$ cat config.mk
export PLATFORM = sky130hd
export DESIGN_NAME = grid_line_clear
export DESIGN_NICKNAME = d
export VERILOG_FILES = /design/src/rtl/grid_line_clear_pkg.sv /design/src/rtl/grid_line_clear_row_buffer.sv /design/src/rtl/grid_line_clear.sv
export SDC_FILE = /design/constraint.sdc
export NUM_CORES = 1
export LEC_CHECK = 0
export CORE_MARGIN = 1.5
export CORE_UTILIZATION = 60
export CTS_CLUSTER_SIZE = 24
export DETAILED_ROUTE_END_ITERATION = 10
export GPL_TIMING_DRIVEN = 1
export PLACE_DENSITY_LB_ADDON = 0.12
export SYNTH_ARGS = -nofsm -noshare
export SYNTH_HDL_FRONTEND = slang
export SYNTH_HIERARCHICAL = 1
export SYNTH_SLANG_ARGS = --single-unit
$ cat constraint.sdc
create_clock -name clk -period 9.1 [get_ports clk]
set_input_delay 2.73 -clock clk [delete_from_list [all_inputs] [get_ports clk]]
set_output_delay 2.73 -clock clk [all_outputs]
set_load 0.05 [all_outputs]
$ cat src/rtl/grid_line_clear_pkg.sv
// rtl/grid_line_clear_pkg.sv - shared grid geometry, pass state encoding and address helper
// Purpose: constants shared by the grid writer (line clear) and the grid video reader.
// Contents: COLS/ROWS/ADDR_W/DATA_W/EMPTY, derived widths, state_t, cell_addr().
package grid_line_clear_pkg;

  localparam int COLS   = 10;
  localparam int ROWS   = 20;
  localparam int ADDR_W = 8;
  localparam int DATA_W = 8;
  localparam logic [DATA_W-1:0] EMPTY = '0;

  // Row pointers carry one extra bit so stepping below row 0 sets the MSB.
  localparam int PTR_W = $clog2(ROWS) + 1;
  // Column index must reach COLS (the final capture cycle of a row read).
  localparam int IDX_W = $clog2(COLS + 1);
  localparam int CNT_W = 5;

  localparam logic [PTR_W-1:0] ROW_BOTTOM = PTR_W'(ROWS - 1);
  localparam logic [IDX_W-1:0] LAST_COL   = IDX_W'(COLS - 1);
  localparam logic [IDX_W-1:0] COL_END    = IDX_W'(COLS);

  typedef enum logic [2:0] {
    IDLE  = 3'd0,
    READ  = 3'd1,
    CHECK = 3'd2,
    WRITE = 3'd3,
    FILL  = 3'd4,
    DONE  = 3'd5
  } state_t;

  // Only called with a non-negative row; ROWS*COLS-1 fits ADDR_W, so no truncation.
  function automatic logic [ADDR_W-1:0] cell_addr(input logic [PTR_W-1:0] row,
                                                  input logic [IDX_W-1:0] col);
    return ADDR_W'(row) * ADDR_W'(COLS) + ADDR_W'(col);
  endfunction

endpackage

$ cat src/rtl/grid_line_clear_row_buffer.sv
// rtl/grid_line_clear_row_buffer.sv - one-row capture buffer with running full flag
// Purpose: holds the row just read from grid memory and tracks whether every cell is occupied.
// Ports: clk, reset (sync, active-high); clear re-arms the full flag; capture writes
//        cap_data into slot cap_idx; rd_idx/rd_data read a slot; full is the running AND.
module grid_line_clear_row_buffer
  import grid_line_clear_pkg::*;
(
  input  logic              clk,
  input  logic              reset,
  input  logic              clear,
  input  logic              capture,
  input  logic [IDX_W-1:0]  cap_idx,
  input  logic [DATA_W-1:0] cap_data,
  input  logic [IDX_W-1:0]  rd_idx,
  output logic [DATA_W-1:0] rd_data,
  output logic              full
);

  logic [DATA_W-1:0] cells [COLS];
  logic              full_q;

  always_ff @(posedge clk) begin
    if (reset) begin
      full_q <= 1'b1;
      for (int i = 0; i < COLS; i++) cells[i] <= EMPTY;
    end else if (clear) begin
      full_q <= 1'b1;
    end else if (capture) begin
      cells[cap_idx] <= cap_data;
      full_q         <= full_q & (cap_data != EMPTY);
    end
  end

  assign rd_data = cells[rd_idx];
  assign full    = full_q;

endmodule

$ cat src/rtl/grid_line_clear.sv
// rtl/grid_line_clear.sv - removes full rows from the grid memory, compacting downward
// Purpose: on start, scans rows bottom-to-top; full rows are dropped, surviving rows are
//          rewritten lower, vacated top rows are zero-filled.
// Ports: clk, reset (sync, active-high), start; busy, done, lines_cleared status;
//        grid_addr/grid_wdata/grid_we drive the spare memory port; grid_rdata is the
//        registered read data (valid one cycle after grid_addr).
module grid_line_clear
  import grid_line_clear_pkg::*;
(
  input  logic              clk,
  input  logic              reset,
  input  logic              start,
  output logic              busy,
  output logic              done,
  output logic [CNT_W-1:0]  lines_cleared,
  output logic [ADDR_W-1:0] grid_addr,
  output logic [DATA_W-1:0] grid_wdata,
  output logic              grid_we,
  input  logic [DATA_W-1:0] grid_rdata
);

  state_t            state_q, state_d;
  logic [PTR_W-1:0]  src_q, src_d, dst_q, dst_d;
  logic [IDX_W-1:0]  col_q, col_d;
  logic [CNT_W-1:0]  count_q, count_d, lines_q, lines_d;

  logic              row_done;
  logic              buf_clear, buf_capture, buf_full;
  logic [IDX_W-1:0]  buf_cap_idx;
  logic [DATA_W-1:0] buf_rd_data;

  grid_line_clear_row_buffer u_row_buffer (
    .clk      (clk),
    .reset    (reset),
    .clear    (buf_clear),
    .capture  (buf_capture),
    .cap_idx  (buf_cap_idx),
    .cap_data (grid_rdata),
    .rd_idx   (col_q),
    .rd_data  (buf_rd_data),
    .full     (buf_full)
  );

  always_ff @(posedge clk) begin
    if (reset) begin
      state_q <= IDLE;
      src_q   <= '0;
      dst_q   <= '0;
      col_q   <= '0;
      count_q <= '0;
      lines_q <= '0;
    end else begin
      state_q <= state_d;
      src_q   <= src_d;
      dst_q   <= dst_d;
      col_q   <= col_d;
      count_q <= count_d;
      lines_q <= lines_d;
    end
  end

  always_comb begin
    state_d     = state_q;
    src_d       = src_q;
    dst_d       = dst_q;
    col_d       = col_q;
    count_d     = count_q;
    lines_d     = lines_q;
    row_done    = 1'b0;
    buf_clear   = 1'b0;
    buf_capture = 1'b0;
    buf_cap_idx = col_q - IDX_W'(1);
    grid_addr   = '0;
    grid_wdata  = EMPTY;
    grid_we     = 1'b0;
    busy        = 1'b0;
    done        = 1'b0;

    case (state_q)
      IDLE: begin
        if (start) begin
          src_d   = ROW_BOTTOM;
          dst_d   = ROW_BOTTOM;
          col_d   = '0;
          count_d = '0;
          state_d = READ;
        end
      end

      // Address for column k goes out on cycle k; its data lands on cycle k+1,
      // so the capture index trails col_q by one and the row takes COLS+1 cycles.
      READ: begin
        busy        = 1'b1;
        buf_clear   = (col_q == '0);
        buf_capture = (col_q != '0);
        if (col_q == COL_END) begin
          col_d   = '0;
          state_d = CHECK;
        end else begin
          grid_addr = cell_addr(src_q, col_q);
          col_d     = col_q + IDX_W'(1);
        end
      end

      CHECK: begin
        busy = 1'b1;
        if (buf_full) begin
          count_d  = count_q + CNT_W'(1);
          src_d    = src_q - PTR_W'(1);
          row_done = 1'b1;
        end else if (src_q == dst_q) begin
          // Nothing cleared below yet: the row is already in place.
          src_d    = src_q - PTR_W'(1);
          dst_d    = dst_q - PTR_W'(1);
          row_done = 1'b1;
        end else begin
          col_d   = '0;
          state_d = WRITE;
        end
      end

      WRITE: begin
        busy       = 1'b1;
        grid_we    = 1'b1;
        grid_addr  = cell_addr(dst_q, col_q);
        grid_wdata = buf_rd_data;
        if (col_q == LAST_COL) begin
          src_d    = src_q - PTR_W'(1);
          dst_d    = dst_q - PTR_W'(1);
          row_done = 1'b1;
        end else begin
          col_d = col_q + IDX_W'(1);
        end
      end

      FILL: begin
        busy       = 1'b1;
        grid_we    = 1'b1;
        grid_addr  = cell_addr(dst_q, col_q);
        grid_wdata = EMPTY;
        if (col_q == LAST_COL) begin
          col_d = '0;
          dst_d = dst_q - PTR_W'(1);
          if (dst_q == '0) state_d = DONE;
        end else begin
          col_d = col_q + IDX_W'(1);
        end
      end

      DONE: begin
        done    = 1'b1;
        state_d = IDLE;
      end

      default: state_d = IDLE;
    endcase

    // Pointer MSB set means the pointer stepped past row 0.
    if (row_done) begin
      col_d = '0;
      if (!src_d[PTR_W-1])      state_d = READ;
      else if (!dst_d[PTR_W-1]) state_d = FILL;
      else                      state_d = DONE;
    end

    // Publish the count as the pass enters DONE so it is valid alongside the done pulse.
    if (state_d == DONE && state_q != DONE) lines_d = count_d;
  end

  assign lines_cleared = lines_q;

endmodule

======== Word-level counts from Yosys, hierarchy flattened ========
Memory sizes are Yosys's and may differ from the RTL's. A register that Yosys moved wholly into a read port is not among the register bits.
Index checks and enable logic that the tools add are counted.
W data, S select, Z words.
storage, ports and cells
  register bits ........................... 30
  bits in writable memories ............... 80
  input bits .............................. 11
  output and inout port bits .............. 24
  word-level logic and storage cells ...... 108
  memories kept ........................... 1
memory list
  memory              depth  bits a word  rd ports  clocked after memory_dff  wr ports  RTL line                          RTL
  u_row_buffer.cells  10     8            1         1                         10        grid_line_clear_row_buffer.sv:19  logic [DATA_W-1:0] cells [COLS];
cells by class
  $add $sub $neg .......................... 7
  $mul .................................... 2
  equal/unequal tests ..................... 18
  mux-type cells .......................... 53
  bitwise gates (word level) .............. 1
  reductions and logical operators ........ 17
operators with widths
  operator               number
  $mux W6                8
  $mux W4                9
  $pmux W6 S3            2
  $mux W3                8
  $mux W8                3
  $pmux W4 S5            1
  $add A8 B4 Y8          2
  $mux W1                16
  $pmux W8 S2            1
  $pmux W3 S5            1
  $mul A6 B3 Y7 const B  2
  $ne A2 B2 Y1 const B   6
  $sub A6 B1 Y6 const B  2
  $mux W5                2
  $pmux W5 S2            1
  $reduce_and A5 Y1      2
  $eq A3 B3 Y1 const B   3
  $eq A4 B4 Y1 const B   2
  $reduce_bool A8 Y1     1
  $reduce_or A8 Y1       1
  $eq A3 B2 Y1 const B   2
  $eq A6 B6 Y1           1
  $logic_not A6 Y1       1
  $reduce_bool A3 Y1     2
  other kinds (17)       19

======== Depth between registers and ports, before layout ========
Gate-level depths: netlist of the first run.
  depth after elaboration ................. 9
  gate-level depth with buffers ........... 9
  depth with buffers taken out ............ 9

======== By module ========
The synthesis of the first run kept the hierarchy.
by module, submodules not included
  module                      times used  cells an instance  area each (µm²)  seq. area each (µm²)
  grid_line_clear_row_buffer  1           361                5656.7           3863.7
  grid_line_clear             1           298                2562.5           580.6

======== Worst setup path before layout of the first run ========
Ideal clock, no wire load.
  path type ............................... flip-flop to output port
  from .................................... register src_q[1]
  to ...................................... output grid_addr[6]
  arrival time ............................ 2.794 ns
  path slack .............................. 3.576 ns
  stages on the path, launching flop included .. 8
  cell sequence ........................... dfxtp_1 > ha_1 > ha_1 > fa_1 > nand2_1 > nor2_1 > xnor2_1 > o21ai_0
on the way
  word-level cells in the longest chain between the ends .. 4
RTL lines
  item                    RTL line                   RTL
  start, declared         grid_line_clear.sv:23      logic [PTR_W-1:0] src_q, src_d, dst_q, dst_d;
  start signal, assigned  grid_line_clear.sv:54      src_q <= src_d;
  $mul A6 B3 Y7           grid_line_clear_pkg.sv:34  return ADDR_W'(row) * ADDR_W'(COLS) + ADDR_W'(col);
  $add A8 B4 Y8           grid_line_clear_pkg.sv:34
  $mux W8                 grid_line_clear.sv:96      if (col_q == COL_END) begin
  $pmux W8 S2             grid_line_clear.sv:79      case (state_q)
  end, declared           grid_line_clear.sv:16      output logic [ADDR_W-1:0] grid_addr,
No other way between the ends.

======== Worst setup path in the final report of the first run ========
  from .................................... register col_q[0]
  to ...................................... output grid_addr[0]
on the way
  word-level cells in the longest chain between the ends .. 3
RTL lines
  item                                                  RTL line                                          RTL
  start, declared                                       grid_line_clear.sv:24                             logic [IDX_W-1:0] col_q, col_d;
  start signal, assigned                                grid_line_clear.sv:56                             col_q <= col_d;
  $add A8 B4 Y8 / $eq A4 B4 Y1 (equally long branches)  grid_line_clear_pkg.sv:34, grid_line_clear.sv:96
  $mux W8                                               grid_line_clear.sv:96
  $pmux W8 S2 (*)                                       grid_line_clear.sv:79
Every way passes the cells marked *; elsewhere a longest branch is shown, timed or not.

==> reports/qor.txt, run 1 <==
FLOORPLANNING
-------------------------------------------------------------------------------------------------
Effective utilization at floorplan                                                          61.8%
DIE WIDTH                                                                                  120 um
# rows                                                                                         42
Core box area                                                                        13,300 sq um
Floorplan die area                                                                   14,400 sq um
Number of top-level pins                                                                       35
Die height                                                                                 120 um

STA
-------------------------------------------------------------------------------------------------
Worst-case clock skew                                                                  0.00779 ns
Max-slew headroom at the worst pin                                                          24.8%
Final critical path time including I/O delays and setup                                   6.36 ns
Unrepaired setup endpoints after global routing                                                no
Final setup slack of the worst path                                                       2.74 ns
Final Hold Viols                                                                                0
Final period utilization                                                                    69.9%
Total negative setup slack                                                                   0 ns
Tightest Pin Transition                                                                   1.13 ns
Final setup violation count                                                                     0
Count of pins over their slew limit                                                             0
Highest Clock Rate                                                                      0.157 GHz

HOLD PATH
-------------------------------------------------------------------------------------------------
Worst min-delay path startpoint                                                        count_q[4]
WHS Path Cells                                                                                  1
Class of the tightest hold or removal check                                               reg2reg
Endpoint, Worst Hold                                                                   count_q[4]

CTS
-------------------------------------------------------------------------------------------------
H-tree depth reported by CTS                                                                    4
Number of buffers inserted for hold repair after clock tree synthesis                           0
Worst-skew pair later-pin latency                                                         0.42 ns
CTS tree                                                                                     done
Number of buffers between clock root and the deepest sink                                       2
Post-CTS Resized                                                                                0
Buffers inserted during post-CTS setup optimization                                             0
Register clock-pin slew on the reported worst setup and hold paths                        0.06 ns
Number of buffers created by CTS                                                               17
# clock sinks                                                                                 158
CTS root buf                                                                         sky130_fd_sc_hd__clkbuf_16

ROUTE
-------------------------------------------------------------------------------------------------
Final routed wirelength across all metal layers                                         18,000 um
Number of DRC violations after detailed routing                                                 0
Via Count                                                                                   5,401
WL per Instance                                                                           20.7 um
Drt first pass iters                                                                            5
Post-DR vias/cell                                                                            6.22
Antenna violation net count after detailed routing                                              0
DR iter-0 viols                                                                               636

SYNTH
-------------------------------------------------------------------------------------------------
Dominant cell by count in the synthesized netlist                                    sky130_fd_sc_hd__edfxtp_1
Synth Register Bits                                                                           158
Synth top area cells                                                                 sky130_fd_sc_hd__edfxtp_1 (47%), sky130_fd_sc_hd__dfxtp_1 (7.3%), sky130_fd_sc_hd__nor2_1 (5.2%), sky130_fd_sc_hd__mux4_2 (4.9%), sky130_fd_sc_hd__mux4_1 (4.5%)
Synthesized netlist net count                                                                 701
Main synth FF type                                                                   sky130_fd_sc_hd__edfxtp_1
Number of distinct library cell variants in the gate-level netlist after synthesis             63
Post-synth design cell area                                                            8220 sq um
Synthesized instance count                                                                    659
Mean post-synth cell area                                                              12.5 sq um
Cell types with the highest counts after synthesis                                   sky130_fd_sc_hd__edfxtp_1 (128), sky130_fd_sc_hd__nor2_1 (114), sky130_fd_sc_hd__nand2_1 (50)
Fraction of registers with async set/reset                                                     0%
Number of enable-type register cells in the synthesized netlist                               128
Share of the synthesized area in the top cell type                                          46.8%
Seq/Total Area, Yosys                                                                       54.1%
Synth warn                                                                                      6
Post-synth top area cell                                                             sky130_fd_sc_hd__edfxtp_1

GRT
-------------------------------------------------------------------------------------------------
Combined global-route utilization of all metal layers                                       26.7%
Pin count of the biggest net entering global routing                                           47
Grt total ovfl                                                                                  0
First-pass GRT wire length                                                              28,600 um
Antenna violations before repair                                                                0
Vias in the first global route                                                              5,337

POWER AND IR DROP
-------------------------------------------------------------------------------------------------
Peak supply drop                                                                       0.000130 V
Leakage power summed over all cells                                                    0.00338 uW
P per Cell Area                                                                       180 nW/um^2

SETUP PATH
-------------------------------------------------------------------------------------------------
Required time reported for the critical path endpoint                                     6.37 ns
Endpoint of the most critical register-to-register path                              u_row_buffer/cells[6][0]
Kind of critical path                                                                     reg2out
Crit path max fanout                                                                           38
Critical path data arrival time                                                           3.63 ns
Crit. End Element                                                                      output pin
Worst reg-to-reg path cell count                                                                6
Sort of element at the start of the critical path                                        register
Critical R2R Launch                                                                      col_q[0]
Reg2reg setup slack                                                                       4.01 ns

OUTCOME
-------------------------------------------------------------------------------------------------
Status                                                                               complete, no violations

LAYOUT
-------------------------------------------------------------------------------------------------
Layout-stage area growth over the synthesis result                                          11.6%
Net count reported at finish                                                                  722
Post-layout instance count excluding filler cells                                             869
Layout cell share with drive strength beyond 1                                              10.4%
Number of antenna cells inserted                                                                0

PLACED DESIGN
-------------------------------------------------------------------------------------------------
Total half-perimeter wirelength after legalization and detailed placement               12,700 um
Final weighted congestion in routability-driven placement                                   0.880
Placed Cells                                                                                  837
Worst-case setup slack after placement                                                    2.95 ns
Port-buffer cells                                                                              34

FLOW RUN
-------------------------------------------------------------------------------------------------
Number of max-cap violations                                                                    0

[cell usage in the layout, fill, tap and decap left out, drive strengths merged, types with 5 or more instances in the layout]
cell,instances
clkinv,5
and2,18
edfxtp,128
nor2,114
clkdlybuf4s50,34
a22oi,18
o22ai,5
a211oi,9
nand2,50
mux2,6
a21oi,18
o21bai,11
nor2b,19
inv,21
xnor2,19
nand3,9
nor3,7
a21o,7
xor2,11
clkbuf,18
mux4,32
o21ai,12
dfxtp,30
ha,27
[stage by stage]
stage / util, % / hold WS (ns) / power (uW) / cell area (sq um)
after floorplan: - / 0.429 / 931 / 8220
after global placement: 64.6 / 0.446 / 964 / 8590
after detailed placement: 64.6 / 0.465 / 968 / 8590
after CTS: 69.0 / 0.475 / 1660 / 9170
after global routing: 69.0 / 0.513 / 1710 / 9170
final: 69.0 / 0.467 / 1660 / 9170
[state kept, by name, summed over array words and instances, names as in the netlist]
register and cells:
col_q 4, count_q 5, dst_q 6, lines_cleared 5
src_q 6, state_q 3, u_row_buffer/cells 128, u_row_buffer/full 1
[report_power, final]
| group | internal (uW) | switching (uW) | leakage, uW | total, uW |
|---|---|---|---|---|
| clock | 410 | 292 | 0.000290 | 702 |
| sequential | 794 | 20.0 | 0.00160 | 814 |
| combinational | 59.2 | 79.8 | 0.00150 | 139 |
| total | 1260 | 392 | 0.00338 | 1660 |
[per-layer routing]
layer	vias up	wire length, um	track usage [%]
li1	2486	-	-
met1	2630	7400	35.8
met2	249	8830	43.4
met3	36	1260	5.37
met4	0	535	10.4
met5	-	0	0
[kinds of logic after synthesis]
group | Yosys count | share of synthesized area, %
AND/OR/NAND/NOR | 254 | 15.1
XOR/XNOR | 30 | 3.20
buffers and inverters | 49 | 3.26
AO/OA/AOI/OAI | 99 | 8.84
flip-flops | 158 | 54.1
multiplexers | 38 | 10.5
adder cells (fa/ha/maj) | 31 | 5.08
[worst max path at each step]
stage / slack, ns / to / startpoint
2_1_floorplan: 3.58 / grid_addr[6] / src_q[1]
3_3_place_gp: 3.12 / u_row_buffer/cells[3][1] / reset
3_5_place_dp: 2.95 / u_row_buffer/cells[6][2] / reset
4_1_cts: 2.70 / grid_addr[0] / col_q[0]
5_1_grt: 2.42 / grid_addr[0] / col_q[0]
6_report: 2.74 / grid_addr[0] / col_q[0]
[layout make-up]
class / instances / area, sq um
clock inverter: 14 / 155
inverter: 14 / 52.6
sequential: 158 / 4450
tap: 176 / 220
timing repair buffer: 37 / 363
multi-input combinational: 452 / 3510
clock buffer: 18 / 429
fill: 917 / 4120
[worst max-delay path, cell delays in order, from the launching register on]
cell,delay (ns)
sky130_fd_sc_hd__dfxtp_2,1.07
sky130_fd_sc_hd__inv_1,0.40
sky130_fd_sc_hd__ha_1,0.37
sky130_fd_sc_hd__a21o_1,0.25
sky130_fd_sc_hd__a21oi_1,0.25
sky130_fd_sc_hd__clkdlybuf4s50_1,0.85
Power figures use the tool's default switching activity.
==> run 2: changes to the inputs <==
- CORE_UTILIZATION: 60 -> 55
- clock period: 9.1 -> 5.61 ns (I/O delays scaled with it)
==> reports/qor.txt, run 2 (synthesized netlist as in run 1, its figures left out) <==
STA
----------------------------------------------------------------------------------------
Max-slew headroom at the worst pin                                                 37.1%
Count of pins over their slew limit                                                    0
Highest Clock Rate                                                             0.197 GHz
Final period utilization                                                           90.5%
Final setup violation count                                                            0
Total negative setup slack                                                          0 ns
Worst-case clock skew                                                         0.00969 ns
Unrepaired setup endpoints after global routing                                       no
Final critical path time including I/O delays and setup                          5.08 ns
Worst hold slack                                                                0.477 ns
Final setup slack of the worst path                                             0.534 ns
Tightest Pin Transition                                                         0.942 ns
Final Hold Viols                                                                       0

GRT
----------------------------------------------------------------------------------------
First-pass GRT wire length                                                     29,300 um
Antenna violations before repair                                                       0
Pin count of the biggest net entering global routing                                  46
Grt total ovfl                                                                         0
Vias in the first global route                                                     5,265
Combined global-route utilization of all metal layers                              24.4%

LAYOUT
----------------------------------------------------------------------------------------
Post-layout instance count excluding filler cells                                    882
Register containing the most flip-flops in the final layout                 u_row_buffer/cells
Number of antenna cells inserted                                                       0
Net count reported at finish                                                         727
Layout cell share with drive strength beyond 1                                     11.2%
Most common cell after layout, fill and taps aside                          sky130_fd_sc_hd__edfxtp_1
Layout-stage area growth over the synthesis result                                 12.1%
Filler Cell Count                                                                  1,112
Number of flip-flops under the largest register name                                 128
Largest registers                                                           u_row_buffer/cells (128), dst_q (6), src_q (6)
Commonest non-fill, non-tap cells in the layout                             sky130_fd_sc_hd__edfxtp_1 (128), sky130_fd_sc_hd__nor2_1 (114), sky130_fd_sc_hd__nand2_1 (50)

POWER AND IR DROP
----------------------------------------------------------------------------------------
Peak supply drop                                                              0.000218 V
Leakage power summed over all cells                                           0.00340 uW
P per Cell Area                                                              288 nW/um^2

SETUP PATH
----------------------------------------------------------------------------------------
Required time reported for the critical path endpoint                            3.93 ns
Kind of critical path                                                            reg2out
Crit path max fanout                                                                   6
Critical path data arrival time                                                  3.39 ns
Sort of element at the start of the critical path                               register
Crit. End Element                                                             output pin

CTS
----------------------------------------------------------------------------------------
Number of buffers inserted for hold repair after clock tree synthesis                  0
Number of buffers created by CTS                                                      17
Worst-skew pair later-pin latency                                                0.42 ns
Buffers inserted during post-CTS setup optimization                                    0
Register clock-pin slew on the reported worst setup and hold paths               0.06 ns
H-tree depth reported by CTS                                                           4
# clock sinks                                                                        158
Number of buffers between clock root and the deepest sink                              2
Post-CTS Resized                                                                       0
CTS root buf                                                                sky130_fd_sc_hd__clkbuf_16
CTS tree                                                                            done

PLACED DESIGN
----------------------------------------------------------------------------------------
Placed Cells                                                                         850
Final weighted congestion in routability-driven placement                          0.859
Port-buffer cells                                                                     34
Total half-perimeter wirelength after legalization and detailed placement      12,600 um
Worst-case setup slack after placement                                          0.965 ns

ROUTE
----------------------------------------------------------------------------------------
Post-DR vias/cell                                                                   6.15
Final routed wirelength across all metal layers                                18,400 um
Drt first pass iters                                                                   6
WL per Instance                                                                  20.9 um
Via Count                                                                          5,427
Number of DRC violations after detailed routing                                        0
Antenna violation net count after detailed routing                                     0
DR iter-0 viols                                                                      411

FLOORPLANNING
----------------------------------------------------------------------------------------
Number of top-level pins                                                              35
Effective utilization at floorplan                                                 56.3%
Floorplan die area                                                          15,700 sq um
Die height                                                                        125 um
DIE WIDTH                                                                         125 um
Core box area                                                               14,600 sq um
# rows                                                                                44

HOLD PATH
----------------------------------------------------------------------------------------
Class of the tightest hold or removal check                                      reg2reg

OUTCOME
----------------------------------------------------------------------------------------
Status                                                                      complete, no violations

FLOW RUN
----------------------------------------------------------------------------------------
Number of max-cap violations                                                           0

## run 2: worst paths after layout
| path | endpoint | startpoint | slack [ns] | cells past startpoint |
|---|---|---|---|---|
| worst max-delay path | grid_addr[7] | dst_q[1] | 0.53 | 9 |
| worst min register to register | count_q[4] | count_q[4] | 0.48 | 1 |
| worst max register to register | u_row_buffer/cells[6][0] | col_q[0] | 1.34 | 7 |
| worst min-delay path | count_q[4] | count_q[4] | 0.48 | 1 |
## run 2: where the power goes
part | switching (uW) | total (uW) | internal, uW | leakage, uW
Clock | 479 | 1100 | 619 | 0.000283
Combinational | 138 | 237 | 98.7 | 0.00152
Sequential | 26.9 | 1320 | 1290 | 0.00160
Total | 644 | 2650 | 2010 | 0.00340
## run 2: per-stage QoR
stage               total power [uW]  utilization, %  area (sq um)
floorplan                       1510               -          8220
detailed placement              1580            59.3          8650
global placement                1570            59.3          8650
global route                    2730            63.1          9210
finish                          2650            63.1          9210
CTS                             2660            63.1          9210
## run 2: layout make-up
class	instances	area (sq um)	area share, %
Clock buffer	18	429	4.66
Clock inverter	14	134	1.45
Inverter	14	52.6	0.570
Multi-Input combinational cell	452	3510	38.1
Sequential cell	158	4450	48.3
Tap cell	184	230	2.50
Timing Repair Buffer	42	413	4.48
## run 2: routing by layer
metal	global-route usage, %	part of all wire, %
met1	33.1	43
met2	40.0	49
met3	5.39	6.6
met4	7.35	1.4
met5	0	0
## run 2: worst max-delay path: stages (launching register included)
cell and delay, ns:
sky130_fd_sc_hd__dfxtp_1 0.46, sky130_fd_sc_hd__ha_1 0.28, sky130_fd_sc_hd__ha_1 0.22, sky130_fd_sc_hd__inv_1 0.07, sky130_fd_sc_hd__fa_1 0.46, sky130_fd_sc_hd__nor3_1 0.25
sky130_fd_sc_hd__xnor2_1 0.16, sky130_fd_sc_hd__xnor2_1 0.09, sky130_fd_sc_hd__o22ai_1 0.15, sky130_fd_sc_hd__clkdlybuf4s50_1 0.83
==> run 3: changes to the inputs <==
- CTS_CLUSTER_DIAMETER: unset -> 40
- SKIP_LAST_GASP: unset -> 1
==> results of run 3 <==
No change in the layout: final DEF, timing and power equal those of run 2.
==> edit, RTL diff (flow settings as in run 2) <==
Register the inputs `start` and `grid_rdata` before use. The logic sees them one clock later.
--- a/src/rtl/grid_line_clear.sv
+++ b/src/rtl/grid_line_clear.sv
@@ -20,4 +20,12 @@
 );
 
+  logic start_q;
+  logic [DATA_W-1:0] grid_rdata_q;
+
+  always_ff @(posedge clk) begin
+    start_q      <= start;
+    grid_rdata_q <= grid_rdata;
+  end
+
   state_t            state_q, state_d;
   logic [PTR_W-1:0]  src_q, src_d, dst_q, dst_d;
@@ -36,5 +44,5 @@
     .capture  (buf_capture),
     .cap_idx  (buf_cap_idx),
-    .cap_data (grid_rdata),
+    .cap_data (grid_rdata_q),
     .rd_idx   (col_q),
     .rd_data  (buf_rd_data),
@@ -79,5 +87,5 @@
     case (state_q)
       IDLE: begin
-        if (start) begin
+        if (start_q) begin
           src_d   = ROW_BOTTOM;
           dst_d   = ROW_BOTTOM;
Formal check against the unedited RTL: not equivalent (Yosys sat finds a counterexample within 4 cycles, from zero or initial values and one cycle with reset high).
==> edit against run 2 <==
Cell area is 2.1% higher; die area is 2.1% higher; wire length is 2.5% lower; power is 4.8% higher; register-to-register slack better by 0.38 ns; synthesized area is 2.2% higher; worst hold slack better by 0.023 ns; setup slack worse by 0.080 ns; combinational power is 9.3% higher; sequential cell count is 9 higher; critical path type unchanged; critical endpoint unchanged.
==> edit: results (changes against run 2) <==
stage	metric	value	unit	change
synth	Synth Area in Compound Gates	8.106	%	was 8.845%
drt	routed vias/inst	6.025		was 6.153
pwr	Net Sw Power	0.7182	mW	was 0.6444 mW
setup_path	FF-to-FF setup slack	1.72	ns	was 1.34 ns
placement	DP HPWL	12.57	mm	was 12.59 mm
setup_path	crit path DAT	3.47	ns	was 3.39 ns
synth	Syn Nets	723		was 701
global_route	met3 Usage GRT	4.344	%	was 5.392%
final_layout	Largest regs	u_row_buffer/cells x128, grid_rdata_q x8		was u_row_buffer/cells x128, dst_q x6, src_q x6
synth	synth unique cells	62		was 63
pwr	Sw Ratio	25.86	%	was 24.31%
final_layout	nets	748		was 727
global_route	met1 usage	30.81	%	was 33.07%
drt	TritonRoute pass-1 iters	5		was 6
sta	Clock Skew	0.01015	ns	was 0.009688 ns
global_route	overall routing resource usage	24.02	%	was 24.43%
synth	Adder-Cell Fraction of Synth Area	4.977	%	was 5.084%
placement	placed cell areas	8828	um2	was 8648 um2
synth	proportion of synthesized area in mux cells	10.22	%	was 10.46%
pwr	P_clk	1.14	mW	was 1.10 mW
synth	top cells by area, synth	edfxtp_1 (46%), dfxtp_1 (9.3%), nor2_1 (4.9%), mux4_2 (4.8%), mux4_1 (4.4%)		was edfxtp_1 (47%), dfxtp_1 (7.3%), nor2_1 (5.2%), mux4_2 (4.9%), mux4_1 (4.5%)
setup_path	reg2reg start	col_q[1]		was col_q[0]
setup_path	CP max FO	8		was 6
pwr	Lkg Pwr	3.514	nW	was 3.405 nW
placement	Final GP Congestion	0.8351		was 0.8590
sta	Hold WS	0.4995	ns	was 0.4766 ns
global_route	global-route wire length before repair	29.10	mm	was 29.30 mm
global_route	vias in the first global route	5438		was 5,265
final_layout	layout cells sized above 1	10.57	%	was 11.17%
run_status	status	finished clean		unchanged
global_route	routing usage on met2	41.59	%	was 39.95%
sta	Slew @ Worst Pin	0.9526	ns	was 0.9420 ns
setup_path	Register-to-Register Path Depth	9		was 7
synth	Avg Cell Area, Syn	12.33	um2	was 12.47 um2
## edit: cell count changes in the layout (fill, tap and decap cells not counted), sizes merged, moves of 5 or more
cell	run 2	this run
a21oi	18	24
and2	18	24
inv	19	28
nor4	2	7
dfxtp	30	39
a211oi	9	1
nor2	114	109
## edit: logic make-up after synthesis
family | count (synthesis)
DFF | 167
muxes | 38
AOI/OAI and AO/OA | 98
adders and majority gates | 31
xor gates and xnor gates | 30
and+or+nand+nor | 262
buffers and inverters | 55
## edit: through the flow
stage / instances / util (%)
final: 903 / 63.99
after global routing: 903 / 63.99
after CTS: 903 / 63.99
after detailed placement: 871 / 60.06
after global placement: 871 / 60.06
after floorplan: 681 / -
## edit: cell type report
class,count,area [um2]
fill,1103,5294
sequential,167,4626
multi-input combinational,459,3497
clock buffer,17,425.4
timing repair buffer,43,407.9
tap,184,230.2
clock inverter,15,151.4
inverter,18,67.56
## edit: routing by layer
metal	wire (um)	share of wire [%]
met1	7460	42
met2	9251	52
met3	903	5.0
met4	343	1.9
met5	0	0
